$ cat src/rtl/arb_pkg.sv
// Shared definitions for the tree arbiter and its leaf-side requesters.
// Latency: n/a (types and constants only).
// Backpressure: n/a.
package arb_pkg;

    // Default width of the wait/hold counters in requester adapters.
    localparam int ARB_CW = 8;

    // Four-phase request protocol seen by a leaf arbitration cell.
    // The encoding is shared with the cell and processor models; do not reorder.
    typedef enum logic [1:0] {
        PH_IDLE    = 2'd0,
        PH_REQUEST = 2'd1,
        PH_LOCK    = 2'd2,
        PH_RELEASE = 2'd3
    } phase_t;

endpackage

$ cat src/rtl/sat_counter.sv
// Saturating up-counter with synchronous clear.
// Latency: count updates one cycle after clr/inc are sampled.
// Backpressure: none; inc is ignored once the counter holds all-ones.
//
// Ports:
//   clk, rst : clock and synchronous active-high reset
//   clr      : clear to zero (wins over inc)
//   inc      : increment by one, saturating at 2^W-1
//   cnt      : current count
module sat_counter #(
    parameter int W = 8
) (
    input  logic         clk,
    input  logic         rst,
    input  logic         clr,
    input  logic         inc,
    output logic [W-1:0] cnt
);

    always_ff @(posedge clk) begin
        if (rst) begin
            cnt <= '0;
        end else if (clr) begin
            cnt <= '0;
        end else if (inc && (cnt != '1)) begin
            cnt <= cnt + W'(1);
        end
    end

endmodule

$ cat src/rtl/arb_client_port.sv
// Leaf-side requester: turns a client level request/done into the idle/request/lock/release phases.
// Latency: ack sampled at edge t gives req=lock and cli_grant=1 from cycle t+1; release lasts one cycle.
// Backpressure: a request is sticky until the leaf cell acks; new requests are held off by the idle gap.
//
// Ports:
//   clk, rst  : clock and synchronous active-high reset
//   ack       : acknowledge from the leaf arbitration cell (only looked at in request)
//   cli_req   : client wants the resource (level)
//   cli_done  : client finished (only looked at in lock)
//   req       : four-phase request to the leaf cell; also the state register
//   cli_grant : client owns the resource (req == lock)
//   starved   : client has waited STARVE_LIMIT or more cycles in request
//   last_wait : cycles spent in request by the most recently granted request
//   timeout   : one-cycle pulse aligned with a forced release
//
// Build option: define ARB_HOLD_TIMEOUT_EN to force release after MAX_HOLD lock
// cycles; without it there is no hold limit and timeout is tied low.
module arb_client_port
    import arb_pkg::*;
#(
    parameter int CW           = ARB_CW,
    parameter int MIN_GAP      = 1,
    parameter int STARVE_LIMIT = 64,
    parameter int MAX_HOLD     = 16
) (
    input  logic          clk,
    input  logic          rst,
    input  logic          ack,
    input  logic          cli_req,
    input  logic          cli_done,
    output phase_t        req,
    output logic          cli_grant,
    output logic          starved,
    output logic [CW-1:0] last_wait,
    output logic          timeout
);

    localparam int GW = (MIN_GAP > 1) ? $clog2(MIN_GAP + 1) : 1;
    localparam logic [CW-1:0] STARVE_AT = CW'(STARVE_LIMIT);

    // Elaboration-time parameter sanity checks.
    if (MAX_HOLD < 1) begin : g_bad_max_hold
        $error("arb_client_port: MAX_HOLD must be at least 1");
    end
    if (MIN_GAP < 0) begin : g_bad_min_gap
        $error("arb_client_port: MIN_GAP must not be negative");
    end

    phase_t        req_nxt;
    logic          timeout_nxt;
    logic [CW-1:0] wait_cnt;
    logic [CW-1:0] hold_cnt;
    logic [GW-1:0] gap_cnt;
    logic          hold_expired;

    // wait_cnt is kept at zero outside request, so every request starts
    // counting from zero and starved falls as soon as the state moves on.
    sat_counter #(.W(CW)) u_wait_cnt (
        .clk (clk),
        .rst (rst),
        .clr (req != PH_REQUEST),
        .inc (req == PH_REQUEST),
        .cnt (wait_cnt)
    );

    // hold_cnt counts lock cycles and is cleared on the way out of release.
    sat_counter #(.W(CW)) u_hold_cnt (
        .clk (clk),
        .rst (rst),
        .clr (req == PH_RELEASE),
        .inc (req == PH_LOCK),
        .cnt (hold_cnt)
    );

`ifdef ARB_HOLD_TIMEOUT_EN
    // hold_cnt is 0 on the first lock cycle, so MAX_HOLD-1 marks the last one.
    assign hold_expired = (hold_cnt == CW'(MAX_HOLD - 1));
`else
    logic unused_hold;
    assign unused_hold  = ^hold_cnt;
    assign hold_expired = 1'b0;
`endif

    always_comb begin
        req_nxt     = req;
        timeout_nxt = 1'b0;
        unique case (req)
            PH_IDLE: begin
                if ((gap_cnt == '0) && cli_req) begin
                    req_nxt = PH_REQUEST;
                end
            end
            PH_REQUEST: begin
                // cli_req is deliberately ignored: withdrawing after the cell
                // has granted would strand the token in the tree.
                if (ack) begin
                    req_nxt = PH_LOCK;
                end
            end
            PH_LOCK: begin
                if (cli_done || !cli_req) begin
                    req_nxt = PH_RELEASE;
                end else if (hold_expired) begin
                    req_nxt     = PH_RELEASE;
                    timeout_nxt = 1'b1;
                end
            end
            PH_RELEASE: begin
                req_nxt = PH_IDLE;
            end
            default: begin
                req_nxt = PH_IDLE;
            end
        endcase
    end

    always_ff @(posedge clk) begin
        if (rst) begin
            req     <= PH_IDLE;
            timeout <= 1'b0;
        end else begin
            req     <= req_nxt;
            timeout <= timeout_nxt;
        end
    end

    always_ff @(posedge clk) begin
        if (rst) begin
            last_wait <= '0;
        end else if ((req == PH_REQUEST) && ack) begin
            last_wait <= wait_cnt;
        end
    end

    // Gap counter is loaded while in release, so the forced idle cycles are
    // in addition to the single idle cycle every release is followed by.
    always_ff @(posedge clk) begin
        if (rst) begin
            gap_cnt <= '0;
        end else if (req == PH_RELEASE) begin
            gap_cnt <= GW'(MIN_GAP);
        end else if ((req == PH_IDLE) && (gap_cnt != '0)) begin
            gap_cnt <= gap_cnt - GW'(1);
        end
    end

    assign cli_grant = (req == PH_LOCK);
    assign starved   = (req == PH_REQUEST) && (wait_cnt >= STARVE_AT);

endmodule

$ cat config.mk
export PLATFORM = sky130hd
export DESIGN_NAME = arb_client_port
export DESIGN_NICKNAME = d
export VERILOG_FILES = /design/src/rtl/arb_pkg.sv /design/src/rtl/sat_counter.sv /design/src/rtl/arb_client_port.sv
export SDC_FILE = /design/constraint.sdc
export NUM_CORES = 1
export LEC_CHECK = 0
export CORE_ASPECT_RATIO = 1.1
export CORE_MARGIN = 2
export CORE_UTILIZATION = 60
export DETAILED_ROUTE_END_ITERATION = 10
export DONT_BUFFER_PORTS = 1
export GPL_TIMING_DRIVEN = 0
export HOLD_SLACK_MARGIN = 0.06
export PLACE_DENSITY_LB_ADDON = 0.08
export SYNTH_ARGS = -nofsm -noshare
export SYNTH_HDL_FRONTEND = slang
export SYNTH_SLANG_ARGS = --single-unit
$ cat constraint.sdc
create_clock -name clk -period 3.1 [get_ports clk]
set_clock_uncertainty 0.1 [all_clocks]
set_input_delay 0.155 -clock clk [delete_from_list [all_inputs] [get_ports clk]]
set_output_delay 0.155 -clock clk [all_outputs]
set_load 0.05 [all_outputs]
; ---- Word-level counts from Yosys, hierarchy flattened
; Cells that the tools add are included.
[word_totals]
output_inout_bits = 13
elab_cells = 33
regBits = 19
inputBits = 5
[op_classes]
n_addsub = 2
order_cmp = 1
muxes = 6
bitwise_logic = 1
reduce_logical = 11
n_eq_ne = 8
[op_table]
columns = operator, count
row1 = adder 8 x 1 -> 8 bit (second input constant), 1
row2 = greater-or-equal comparator 8 x 7 -> 1 bit (second input constant), 1
row3 = != test 8 bit (second input constant), 1
row4 = one-hot mux 2 bit (4 select lines), 1
row5 = 2-to-1 mux 2 bit, 3
row6 = logical AND 1 bit, 5
row7 = equality test 2 bit (second input constant), 2
row8 = != test 2 x 1 -> 1 bit (second input constant), 2
row9 = != test 2 bit (second input constant), 2
row10 = AND reduction 3 bit, 1
row11 = equality test 2 x 1 -> 1 bit (second input constant), 1
row12 = logical NOT 2 bit, 1
row13 = 2-to-1 mux 1 bit, 2
row14 = nonzero test 2 bit, 1
row15 = OR reduction 2 bit, 1
row16 = logical NOT 1 bit, 1
row17 = logical OR 1 bit, 1
row18 = NOT 1 bit, 1
row19 = subtractor 1 bit (second input constant), 1

; ---- Depth between registers and ports, before layout
; Gate-level depths: netlist (run 1).
[depth]
word_depth = 4
depth_mapped = 6
mapped_depth_nobuf = 5

; ---- Cells and area by module
; A second synthesis (run 1) with hierarchy kept.
[unflattened]
cells_unflattened = 110
area_unflattened_um2 = 977.2
[by_module_without_submodules]
columns = module, seq_area_each_um2, n_inst, area_per_inst_um2, cells_each
row1 = arb_client_port, 220.2, 1, 541.8, 63
row2 = sat_counter, 160.2, 1, 435.4, 47

; ---- Worst setup path before layout (run 1)
; Ideal clock, no wire load.
[synth_path]
kind = register to register
from = register req[0]
to = register req[0]
required_ns = 2.928
path_stages_with_launch = 6
synth_period_minus_slack_ns = 2.134
slack_ns = 0.966
n_path_buf = 0
arrival_ns = 1.962
cell_sequence = dfxtp_1 inv_1 ha_1 and3b_1 a221oi_2 mux2i_1
[synth_via]
elab_chain_len = 3
word_cells_on_any_way = 9
classes_between = eq/ne: 6 / mux: 1 / reduce/logical: 2
[synth_lines]
columns = element, line_no
row1 = start: declaration, arb_client_port.sv:31  ; output phase_t req,
row2 = start signal: assignment, arb_client_port.sv:122  ; req <= req_nxt;
row3 = equality test 2 bit (*), -
row4 = via cli_grant, arb_client_port.sv:32  ; output logic cli_grant,
row5 = != test 2 x 1 -> 1 bit (no line), -
row6 = AND reduction 3 bit (no line), -
; Mark *: on every way through the listed nets, which the timed path passes. The rest lies on a longest branch.
; A chain may end at the register's enable or synchronous reset.

; ---- Worst setup path after layout (run 1)
[layout_path]
from = register req[0]
to = register req[1]
; Same word-level chain as after synthesis.

==> results of run 1 <==
[power by group through the flow]
stage	Sequential [mW]	Clock [mW]	Combinational (mW)
final	0.330	0.127	0.182
after detailed placement	0.336	0	0.171
after global routing	0.333	0.141	0.203
after floorplan	0.328	0	0.148
after global placement	0.334	0	0.169
after CTS	0.330	0.128	0.182
[timing repair]
item | CTS | global route
setup endpoints to repair | 0 | 0
hold endpoints to repair | 7 | 1
hold buffers | 2 | 1
[cell type report]
type | count | share of cell area [%]
Inverter | 4 | 1.48
Clock inverter | 1 | 0.494
Buffer | 6 | 3.58
Timing Repair Buffer | 3 | 2.97
Sequential cell | 19 | 37.6
Tap cell | 16 | 1.98
Multi-Input combinational cell | 77 | 49.7
Clock buffer | 3 | 2.22
[metrics by stage]
step	cells	power [mW]	hold WS [ns]	setup WS, ns	area (µm²)
after floorplan	106	0.475	0.235	0.966	935
after global placement	122	0.502	0.238	0.849	955
after detailed placement	122	0.507	0.249	0.798	955
after CTS	128	0.640	0.0603	0.260	1000
after global routing	129	0.678	0.0818	0.133	1010
final	129	0.639	0.0697	0.265	1010
[worst max-delay path, stage by stage, from the launching register on]
cell and delay [ns]:
dfxtp_1 0.74, inv_1 0.18, ha_1 0.45, and3b_1 0.29, a221oi_2 0.26, mux2i_1 0.21
dlygate4sd3_1 0.55
[routing by layer]
layer | global-route usage (%) | wire length (µm)
met5 | 0 | 0
met4 | 12.9 | 33
met3 | 3.57 | 83
met2 | 34.4 | 841
met1 | 23.5 | 776
[sequential cells by signal, indices dropped and copies added, names as in the netlist]
register / flops
u_wait_cnt.cnt: 8
last_wait: 8
gap_cnt: 1
req: 2
[cell families after synthesis]
logic type	count (synthesis)
AND/OR/NAND/NOR	42
multiplexers	2
other	1
AO/OA/AOI/OAI	26
adder cells (fa/ha/maj)	6
flip-flops	19
buffers and inverters	10
[worst max-delay path by stage]
stage	start	endpoint	slack, ns	cells past startpoint
after floorplan	req[0]$_SDFFE_PP0P_	req[0]$_SDFFE_PP0P_	0.97	5
after global placement	req[0]$_SDFFE_PP0P_	req[1]$_SDFFE_PP0P_	0.85	5
after detailed placement	req[0]$_SDFFE_PP0P_	req[0]$_SDFFE_PP0P_	0.80	5
after CTS	req[0]$_SDFFE_PP0P_	req[1]$_SDFFE_PP0P_	0.26	6
after global routing	req[0]$_SDFFE_PP0P_	req[1]$_SDFFE_PP0P_	0.13	6
final	req[0]$_SDFFE_PP0P_	req[1]$_SDFFE_PP0P_	0.27	6
[cell usage after synthesis (2+ instances only)]
| master | count |
|---|---|
| dfxtp_1 | 19 |
| a21oi_1 | 12 |
| nand2_1 | 12 |
| nand3_1 | 10 |
| ha_1 | 6 |
| nand2b_1 | 5 |
| inv_1 | 4 |
| nor3_1 | 4 |
| o21ai_0 | 4 |
| a31oi_1 | 3 |
| and3_1 | 3 |
| buf_4 | 3 |
| mux2i_1 | 2 |
==> flow_metrics.py, run 1 <==
metrics = {
    "floorplanning": {
        "core_mm2": 0.00142,
        "rows": 14,
        "fp.dieW_um": 41.6,
        "die_h_um": 45.4,
        "top_level_ports": 18,
        "start_util_pct": 65.9,
        "die-area_mm2": 0.00189,
    },
    "sta": {
        "fmax_mhz": 353,
        "finalHoldViolCount": 0,
        "drv_slew": 0,
        "maxSlewHeadroom_pct": 57.9,
        "finalCritPeriodShare_pct": 91.5,
        "setup_violations": 0,
        "worst_pin_slew_ns": 0.631,
        "fin_tns_setup_ns": 0,
        "rsz0062_at_grt": "false",
        "timing.final.crit_period_ns": 2.83,
    },
    "grt": {
        "grt_pass1_vias": 706,
        "track_usage_pct": 20.1,
        "grt_overflow": 0,
        "antenna_found_initial": 0,
        "grt_max_degree": 12,
        "grt_pass1_wl_um": 2870,
    },
    "drt": {
        "drtIter0Drc": 14,
        "via_per_inst": 6.06,
        "finalWirelength_um": 1730,
        "dr.pass1.iters": 4,
        "wire_per_inst_um": 13.4,
        "drtAntennaViolNets": 0,
        "remaining_drc_errors": 0,
        "vias": 782,
    },
    "clock_tree": {
        "cts_max_level": 1,
        "clkLatencyLatePin_ns": 0.30,
        "cts_resized": 0,
        "cts_max_path_buffers": 2,
        "cts_made_buffers": 3,
        "cts_root_buffer": "clkbuf_4",
        "cts.clk_slew.worst_paths_ns": 0.11,
        "clock_sinks": 19,
        "cts_setup_buffers": 0,
        "cts_tree": "yes",
    },
    "synthesis": {
        "synthXorXnorAreaFrac_pct": 0,
        "synth.area.top_cells": "dfxtp_1 41%, ha_1 8.0%, a21oi_1 6.4%",
        "ys_seq_elements": 19,
        "yosys.area.top_type": "dfxtp_1",
        "ys_seq_area_share_pct": 40.7,
        "yosysWarnings": 0,
        "synth-simple-area-share_pct": 24.4,
        "synth_top_family_by_area": "simple AND/OR/NAND/NOR gates",
        "syn_nets": 117,
        "postSynthAreaPerCell_um2": 8.82,
        "ys_types": 32,
        "syn_inst": 106,
        "synthAdderAreaFrac_pct": 8.03,
        "synth_edf_count": 0,
        "synthFlopType": "dfxtp_1",
        "synthArstFlopShare_pct": 0,
        "synth_compound_area_share_pct": 18.9,
        "synth_top_area_share_pct": 40.7,
        "synthMuxAreaShare_pct": 2.14,
        "synth_area_um2": 935,
    },
    "worst_setup_path": {
        "r2r_cells": 6,
        "crit_path_start_kind": "flip-flop",
        "critPathArrivalTime_ns": 2.99,
        "r2r_slack_ns": 0.27,
        "crit_required_ns": 3.25,
        "path_class": "flip-flop to flip-flop",
        "path_max_fanout": 5,
        "rr_endpoint": "req[1]$_SDFFE_PP0P_",
        "end_kind": "flip-flop",
        "rr_startpoint": "req[0]$_SDFFE_PP0P_",
    },
    "finish": {
        "fillers": 112,
        "area_growth_pct": 8.30,
        "layout.area.seq_um2": 380,
        "final_nets": 125,
        "drive_above_1_share_pct": 13.3,
        "n_antenna_cell": 0,
        "final_common_cell": "dfxtp_1",
        "fin_util_pct": 71.3,
        "mostFrequentLayoutCells": "19 x dfxtp_1, 12 x nand2_1, 12 x a21oi_1",
        "multi_input_area_um2": 503,
    },
    "power": {
        "combPwrFrac_pct": 28.5,
        "leakage_nw": 0.392,
        "p_int_mw": 0.381,
        "swShare_pct": 40.4,
        "clock_power_share_pct": 19.9,
        "seq_power_share_pct": 51.7,
        "peakVddDrop_v": 0.000434,
        "netSwitchingPower_mw": 0.258,
        "power_density_mw_per_mm2": 631,
    },
    "hold_path": {
        "min_path_type": "input pin to flip-flop",
        "hold_depth": 3,
        "whs_endpoint": "last_wait[2]$_SDFFE_PP0P_",
        "hp-start": "ack",
    },
    "job": {
        "drv_cap": 0,
    },
    "placed_design": {
        "gp_congestion": 0.832,
        "dp_hpwl_um": 1270,
        "placement.io_buffers": 0,
    },
    "outcome": {
        "outcome": "complete, no violations",
    },
}
Power figures use the tool's default switching activity.
==> run 2: changes to the inputs <==
clock period = 3.67 ns   (was 3.1 ns; I/O delays follow)
==> flow_metrics.py, run 2 (synthesized netlist as in run 1, its figures left out) <==
metrics = {
    "sta": {
        "finalHoldViolCount": 0,
        "fmax_mhz": 420,
        "timing.final.ws_setup_ns": 1.29,
        "rsz0062_at_grt": "false",
        "drv_slew": 0,
        "fin_tns_setup_ns": 0,
        "timing.final.crit_period_ns": 2.38,
        "finalCritPeriodShare_pct": 64.9,
        "setup_violations": 0,
        "worst_pin_slew_ns": 0.632,
        "whs_ns": 0.0732,
        "maxSlewHeadroom_pct": 57.8,
    },
    "clock_tree": {
        "cts.clk_slew.worst_paths_ns": 0.11,
        "cts_max_level": 1,
        "cts_resized": 0,
        "cts_max_path_buffers": 2,
        "cts_made_buffers": 3,
        "cts_tree": "yes",
        "cts_root_buffer": "clkbuf_4",
        "clock_sinks": 19,
        "clkLatencyLatePin_ns": 0.30,
    },
    "floorplanning": {
        "die_h_um": 45.4,
        "start_util_pct": 65.9,
        "core_mm2": 0.00142,
        "top_level_ports": 18,
        "fp.dieW_um": 41.6,
        "rows": 14,
        "die-area_mm2": 0.00189,
    },
    "placed_design": {
        "dp_hpwl_um": 1270,
        "gp_congestion": 0.832,
        "place_ws_ns": 1.37,
        "dpl.cell_count": 122,
        "dpl-instance-area_um2": 955,
        "placement.io_buffers": 0,
    },
    "drt": {
        "remaining_drc_errors": 0,
        "drtIter0Drc": 13,
        "drtAntennaViolNets": 0,
        "wire_per_inst_um": 13.7,
        "finalWirelength_um": 1730,
        "vias": 770,
        "dr.pass1.iters": 4,
        "via_per_inst": 6.06,
    },
    "hold_path": {
        "min_path_type": "input pin to flip-flop",
    },
    "finish": {
        "final_nets": 123,
        "mostFrequentLayoutCells": "19 x dfxtp_1, 12 x nand2_1, 12 x a21oi_1",
        "drive_above_1_share_pct": 13.5,
        "area_growth_pct": 6.16,
        "stdcell_count": 127,
        "reg_top3": "last_wait (8), u_wait_cnt.cnt (8), req (2)",
        "final_common_cell": "dfxtp_1",
        "n_antenna_cell": 0,
        "finalInstanceArea_um2": 992,
    },
    "power": {
        "power_density_mw_per_mm2": 535,
        "leakage_nw": 0.382,
        "peakVddDrop_v": 0.000334,
    },
    "worst_setup_path": {
        "critPathArrivalTime_ns": 2.10,
        "path_max_fanout": 10,
        "crit_path_start_kind": "flip-flop",
        "crit_required_ns": 3.39,
        "path_class": "flip-flop to output port",
        "end_kind": "output port",
    },
    "grt": {
        "antenna_found_initial": 0,
        "grt_pass1_vias": 701,
        "track_usage_pct": 20.1,
        "grt_pass1_wl_um": 2880,
        "grt_max_degree": 12,
        "grt_overflow": 0,
    },
    "outcome": {
        "outcome": "complete, no violations",
    },
    "job": {
        "drv_cap": 0,
    },
}
run 2: final timing paths:
path                          endpoint                 start  cells past startpoint  slack [ns]
setup / recovery               starved   req[0]$_SDFFE_PP0P_                      3        1.29
hold / removal     req[1]$_SDFFE_PP0P_               cli_req                      3        0.07
hold reg to reg   gap_cnt$_SDFFE_PP0P_  gap_cnt$_SDFFE_PP0P_                      2        0.42
setup reg to reg   req[0]$_SDFFE_PP0P_   req[0]$_SDFFE_PP0P_                      5        1.36
run 2: where the power goes:
part / switching, mW / internal, mW
registers: 0.0570 / 0.221
clock network: 0.0663 / 0.0407
logic: 0.0928 / 0.0527
run 2: routing by layer:
metal | GRT usage, % | up-vias | part of all wire (%)
met1 | 23.3 | 351 | 43
met5 | 0 | - | 0
met2 | 34.4 | 24 | 49
li1 | - | 390 | -
met4 | 12.9 | 0 | 2.1
met3 | 3.97 | 5 | 5.4
run 2: final cells by class:
cell class	instances	area, µm²
multi-input cells	77	503
fillers	116	427
flip-flops and latches	19	380
plain buffers	6	36.3
clock buffers	3	22.5
well taps	16	20.0
inverters	4	15.0
repair buffers	1	10.0
clock inverters	1	5.00
run 2: worst max-delay path, stage by stage, from the launching register on:
cell and delay (ns):
dfxtp_1 0.74, ha_1 0.36, buf_2 0.23, o21a_1 0.46
run 2: per-stage QoR:
step | power, mW | util, %
after floorplan | 0.401 | -
after global placement | 0.424 | 67.3
after detailed placement | 0.429 | 67.3
after CTS | 0.534 | 69.9
after global routing | 0.564 | 69.9
final | 0.531 | 69.9
run 2: timing repair:
item,CTS,global route
hold buffers,1,0
buffers inserted,0,0
hold endpoints to repair,5,0
